[config.mk]
export PLATFORM = sky130hd
export DESIGN_NAME = uart_boot_loader
export DESIGN_NICKNAME = d
export VERILOG_FILES = /design/src/rtl/uart_boot_pkg.sv /design/src/rtl/uart_boot_loader.sv
export SDC_FILE = /design/constraint.sdc
export NUM_CORES = 1
export LEC_CHECK = 0
export ABC_AREA = 1
export CAP_MARGIN = 5
export CORE_MARGIN = 2
export CORE_UTILIZATION = 56
export DETAILED_ROUTE_END_ITERATION = 8
export PLACE_DENSITY = 0.85
export SETUP_SLACK_MARGIN = 0.02
export SLEW_MARGIN = 0
export SYNTH_ARGS = -nofsm -noshare
export SYNTH_HDL_FRONTEND = slang
export SYNTH_SLANG_ARGS = --single-unit
[constraint.sdc]
create_clock -name clk -period 2.3 [get_ports clk]
set_input_delay 0.46 -clock clk [delete_from_list [all_inputs] [get_ports clk]]
set_output_delay 0.46 -clock clk [all_outputs]
set_load 0.02 [all_outputs]
[src/rtl/uart_boot_pkg.sv]
// uart_boot_pkg: state encoding and protocol byte constants for the UART boot loader.
package uart_boot_pkg;
   typedef enum logic [2:0] {IDLE, LEN0, LEN1, DATA, CSUM, ACK_OK, ACK_ERR, DONE} boot_state_e;
   localparam logic [7:0] SYNC_BYTE    = 8'hA5;
   localparam logic [7:0] ACK_OK_BYTE  = 8'h4B;
   localparam logic [7:0] ACK_ERR_BYTE = 8'h45;
endpackage

[src/rtl/uart_boot_loader.sv]
// uart_boot_loader: loads a UART framed image into ISRAM, holds the core in reset until acked.
// Optional trailing checksum byte enabled by defining BOOT_CHECKSUM_EN.
module uart_boot_loader
   import uart_boot_pkg::*;
#(
   parameter int MEM_WORDS   = 4096,
   parameter int AW          = 12,
   parameter int BASE_WADDR  = 0,
   parameter int TIMEOUT_CYC = 100000
) (
   input  logic          clk,
   input  logic          rst,
   input  logic          rx_valid,
   input  logic [7:0]    rx_data,
   output logic          tx_valid,
   output logic [7:0]    tx_data,
   input  logic          tx_ready,
   output logic          mem_we,
   output logic [AW-1:0] mem_waddr,
   output logic [31:0]   mem_wdata,
   output logic          core_rst,
   output logic          boot_done,
   output logic          boot_err
);
   localparam int TW = $clog2(TIMEOUT_CYC);
   boot_state_e    state_q, state_d;
   logic [15:0]    len_q, len_d, idx_q, idx_d, len_in;
   logic [1:0]     bcnt_q, bcnt_d;
   logic [31:0]    word_q, word_d, wdata_q, wdata_d;
   logic [TW-1:0]  tmo_q, tmo_d;
   logic [AW-1:0]  waddr_q, waddr_d;
   logic           we_q, we_d, done_q, done_d, err_q, err_d, crst_q, crst_d, timing;
`ifdef BOOT_CHECKSUM_EN
   logic [7:0]     sum_q, sum_d;
`endif
   assign len_in    = {rx_data, len_q[7:0]};
   assign timing    = state_q inside {LEN0, LEN1, DATA, CSUM};
   assign tx_valid  = state_q == ACK_OK || state_q == ACK_ERR;
   assign tx_data   = state_q == ACK_OK ? ACK_OK_BYTE : state_q == ACK_ERR ? ACK_ERR_BYTE : 8'h00;
   assign mem_we    = we_q;
   assign mem_waddr = waddr_q;
   assign mem_wdata = wdata_q;
   assign core_rst  = crst_q;
   assign boot_done = done_q;
   assign boot_err  = err_q;
   always_comb begin
      state_d = state_q;
      len_d   = len_q;
      idx_d   = idx_q;
      bcnt_d  = bcnt_q;
      word_d  = word_q;
      wdata_d = wdata_q;
      waddr_d = waddr_q;
      we_d    = 1'b0;
      done_d  = done_q;
      err_d   = err_q;
      crst_d  = crst_q;
      tmo_d   = timing && !rx_valid ? tmo_q + TW'(1) : '0;
`ifdef BOOT_CHECKSUM_EN
      sum_d   = sum_q;
`endif
      case (state_q)
         IDLE: if (rx_valid && rx_data == SYNC_BYTE) begin
            state_d = LEN0;
            err_d   = 1'b0;
            idx_d   = '0;
            bcnt_d  = '0;
`ifdef BOOT_CHECKSUM_EN
            sum_d   = '0;
`endif
         end
         LEN0: if (rx_valid) begin
            len_d[7:0] = rx_data;
            state_d    = LEN1;
         end
         LEN1: if (rx_valid) begin
            len_d   = len_in;
            state_d = len_in == '0 ? ACK_OK
                    : 32'(len_in) > 32'(MEM_WORDS - BASE_WADDR) ? ACK_ERR : DATA;
         end
         DATA: if (rx_valid) begin
            word_d = {rx_data, word_q[31:8]};
            bcnt_d = bcnt_q + 2'd1;
`ifdef BOOT_CHECKSUM_EN
            sum_d  = sum_q + rx_data;
`endif
            if (bcnt_q == 2'd3) begin
               we_d    = 1'b1;
               wdata_d = word_d;
               waddr_d = AW'(BASE_WADDR) + idx_q[AW-1:0];
               idx_d   = idx_q + 16'd1;
`ifdef BOOT_CHECKSUM_EN
               if (idx_q == len_q - 16'd1) state_d = CSUM;
`else
               if (idx_q == len_q - 16'd1) state_d = ACK_OK;
`endif
            end
         end
`ifdef BOOT_CHECKSUM_EN
         CSUM: if (rx_valid) state_d = rx_data == sum_q ? ACK_OK : ACK_ERR;
`endif
         ACK_OK: if (tx_ready) begin
            state_d = DONE;
            done_d  = 1'b1;
            crst_d  = 1'b0;
         end
         ACK_ERR: if (tx_ready) begin
            state_d = IDLE;
            err_d   = 1'b1;
         end
         default: ;
      endcase
      // a byte landing on the final timeout cycle takes priority
      if (timing && !rx_valid && tmo_q == TW'(TIMEOUT_CYC - 1)) state_d = ACK_ERR;
   end
   always_ff @(posedge clk) begin
      if (rst) begin
         state_q <= IDLE;
         len_q   <= '0;
         idx_q   <= '0;
         bcnt_q  <= '0;
         word_q  <= '0;
         wdata_q <= '0;
         waddr_q <= '0;
         we_q    <= 1'b0;
         done_q  <= 1'b0;
         err_q   <= 1'b0;
         crst_q  <= 1'b1;
         tmo_q   <= '0;
`ifdef BOOT_CHECKSUM_EN
         sum_q   <= '0;
`endif
      end else begin
         state_q <= state_d;
         len_q   <= len_d;
         idx_q   <= idx_d;
         bcnt_q  <= bcnt_d;
         word_q  <= word_d;
         wdata_q <= wdata_d;
         waddr_q <= waddr_d;
         we_q    <= we_d;
         done_q  <= done_d;
         err_q   <= err_d;
         crst_q  <= crst_d;
         tmo_q   <= tmo_d;
`ifdef BOOT_CHECKSUM_EN
         sum_q   <= sum_d;
`endif
      end
   end
endmodule

==> results.json <==
{
  "p_comb_share_pct": 22.6,
  "clkSlewWorstSetupHoldPaths_ps": 60,
  "worstSetupPathType": "reg -> out",
  "post-route-util_pct": 73.1,
  "cts_buffers": 17,
  "cts_num_sinks": 126,
  "antennaDiodeCount": 0,
  "core.rowCount": 36,
  "placed_area_um2": 6550,
  "slowest_stage": "dfxtp_1",
  "grt_overflow": 0,
  "design_area_um2": 7180,
  "holdPathStages": 2,
  "required_ps": 1840,
  "drv_slew": 0,
  "hold_viol": 0,
  "grt_pass1_vias": 5529,
  "insertion_delay_ps": 530,
  "cts-htree-levels": 4,
  "crit_path_max_incr_delay_ps": 380,
  "p_sw_share_pct": 31.8,
  "routedWlPerCell_um": 15.9,
  "rsz0062_at_grt": "true",
  "areaGrowthSynthToFinish_pct": 26.1,
  "critPathCaptureType": "output pin",
  "root_buffer": "clkbuf_8",
  "skew_ps": 9.81,
  "start_kind": "flop",
  "dieArea_um2": 11000,
  "crit_start": "state_q[0]",
  "synth_seq_cells": 126,
  "synthCells": 788,
  "holdWs_ps": 444,
  "first_iter_violations": 443,
  "critical_path.cell_chain": "inv_1 -> nor2_1 -> inv_1 -> nor2_1 -> dlygate4sd2_1",
  "io_pins": 69,
  "crit_arrival_ps": 1760,
  "clkPwrFrac_pct": 42.6,
  "die_w_um": 105,
  "status": "finished, final reports clean",
  "synthArstFlopShare_pct": 0,
  "power_density_nw_per_um2": 966,
  "r2r-start": "len_q[1]",
  "setup_viol": 0,
  "post-dp-hpwl_mm": 10.7,
  "ir_drop_v": 0.000505,
  "coreArea_um2": 9820,
  "wirelength_mm": 16.0,
  "antenna_found_initial": 0,
  "num_vias": 5682,
  "post-route-drc-count": 0,
  "hp-class": "reg -> reg",
  "reg2reg_depth": 14,
  "grt_max_degree": 78,
  "fillers": 789,
  "syn_area_um2": 5690,
  "synth_cell_types": 37,
  "postRouteAntennaNets": 0,
  "cts_tree": "yes",
  "die_y_um": 105,
  "finalCritPeriodShare_pct": 96.7,
  "switching_power_mw": 2.21,
  "initial_core_util_pct": 58.0,
  "path_max_fanout": 4,
  "fmax_mhz": 450,
  "place_congestion": 1.00,
  "gr-usage-all-layers_pct": 29.7,
  "ys.warnings.count": 0,
  "cts_hold_buf": 0,
  "drtPass1Iterations": 5,
  "fin_nets": 882,
  "viasPerCell": 5.63,
  "synth_edf_count": 0,
  "grt_pass1_wl_mm": 26.4,
  "rrSetupSlack_ps": 150,
  "clockBufferDepth": 2,
  "hp-start": "boot_err",
  "fin_crit_ps": 2220,
  "port_buffers": 65,
  "leakagePower_nw": 2.94,
  "p_int_mw": 4.72,
  "syn_avg_cell_area_um2": 7.22,
  "seq_power_share_pct": 34.7,
  "drive_gt1_share_pct": 9.58,
  "yosysSeqAreaShare_pct": 44.3,
  "cap_violations": 0,
  "ys.flop_type": "dfxtp_1"
}
synthesized netlist by cell type, types with 2 or more instances:
master | n | area (um^2)
nand2_1 | 127 | 477
nand4_1 | 12 | 75.1
buf_2 | 9 | 45.0
nor2_4 | 5 | 56.3
nor2_2 | 4 | 25.0
nand3b_1 | 2 | 15.0
clkbuf_1 | 15 | 56.3
o21ai_0 | 86 | 430
dfxtp_1 | 126 | 2520
nor3_1 | 14 | 70.1
buf_4 | 7 | 52.6
nand2_4 | 2 | 22.5
nor2_1 | 115 | 432
o21ai_1 | 3 | 15.0
inv_1 | 83 | 312
xnor2_1 | 8 | 70.1
nand2_2 | 4 | 25.0
nor4_1 | 4 | 25.0
inv_2 | 4 | 15.0
xor2_1 | 12 | 105
ha_1 | 5 | 62.6
nand3_1 | 47 | 235
o21a_1 | 2 | 15.0
a21oi_1 | 78 | 390
nor3b_1 | 2 | 15.0
routing by layer:
| layer | up-vias | wire [um] | GRT usage (%) |
|---|---|---|---|
| met1 | 2638 | 6490 | 35.5 |
| met2 | 273 | 7860 | 50.3 |
| met5 | - | 0 | 0 |
| li1 | 2722 | - | - |
| met4 | 0 | 582 | 14.7 |
| met3 | 49 | 1110 | 6.61 |
power groups by stage:
stage | sequential, mW | clock (mW) | combinational [mW]
2_1_floorplan | 2.42 | 0 | 1.19
3_3_place_gp | 2.44 | 0 | 1.47
3_5_place_dp | 2.45 | 0 | 1.52
4_1_cts | 2.40 | 2.95 | 1.54
5_1_grt | 2.42 | 3.06 | 1.75
6_report | 2.41 | 2.96 | 1.57
worst paths after layout:
path	to
worst min register to register	boot_err
worst max-delay path	tx_data[1]
worst min-delay path	boot_err
worst max register to register	state_q[2]
critical path: cells and delay by family, from the launching register on:
kind	cells	cell delay, ps
simple gates	2	330
flops	1	380
buf+inv	3	530
layout by cell type (no fill, tap or decap), types with 3 or more instances in the layout:
cell,synthesis,layout
buf_4,7,21
clkbuf_2,0,3
nand3_1,47,47
o21ai_1,3,3
nor2_2,4,4
nor2_4,5,5
nor3_1,14,14
clkbuf_16,0,16
a21oi_1,78,78
dlygate4sd2_1,0,3
dfxtp_1,126,125
nand2_1,127,127
conb_1,1,3
inv_2,4,4
nor2_1,115,115
inv_1,83,83
o21ai_0,86,86
nand2_2,4,4
xnor2_1,8,8
ha_1,5,4
nand4_1,12,12
clkdlybuf4s50_1,0,59
xor2_1,12,12
nor4_1,4,4
bufinv_16,0,5
inv_6,0,5
clkinv_4,0,3
logic make-up after synthesis:
group / Yosys count / synth area share (%)
AO/OA/AOI/OAI: 173 / 15.6
other: 1 / 0.0659
flip-flops: 126 / 44.3
XOR/XNOR: 21 / 3.47
AND/OR/NAND/NOR: 342 / 26.8
buffers and inverters: 120 / 8.64
adder cells (fa/ha/maj): 5 / 1.10
layout make-up:
cell class / count / area, um^2 / area share [%]
Inverter: 88 / 330 / 4.60
Sequential cell: 126 / 2520 / 35.2
Clock buffer: 17 / 414 / 5.77
Timing Repair Buffer: 88 / 830 / 11.6
Clock inverter: 14 / 228 / 3.17
Multi-Input combinational cell: 544 / 2690 / 37.4
Tap cell: 133 / 166 / 2.32
through the flow:
step / TNS (ps) / total power [mW] / cells / setup WS, ps
3_5_place_dp: -0.853 / 3.97 / 979 / -0.853
6_report: 0 / 6.93 / 1010 / 76.3
4_1_cts: 0 / 6.90 / 1010 / 53.7
5_1_grt: -32.3 / 7.23 / 1010 / -13.4
3_3_place_gp: 0 / 3.91 / 979 / 76.7
2_1_floorplan: 0 / 3.61 / 790 / 434
registers in the layout (all words and copies together) (netlist names):
signal	count
len_q	16
core_rst	1
tmo_q	17
mem_wdata	32
mem_waddr	12
boot_done	1
word_q	24
idx_q	16
bcnt_q	2
state_q	3
mem_we	1
boot_err	1
repair_timing:
action	4_1_cts	5_1_grt
setup buffers	0	0
endpoints found under the hold margin	0	0
setup endpoints to repair	6	8
gates cloned	0	0
resized for setup	6	8
(Power assumes the default switching activity.)
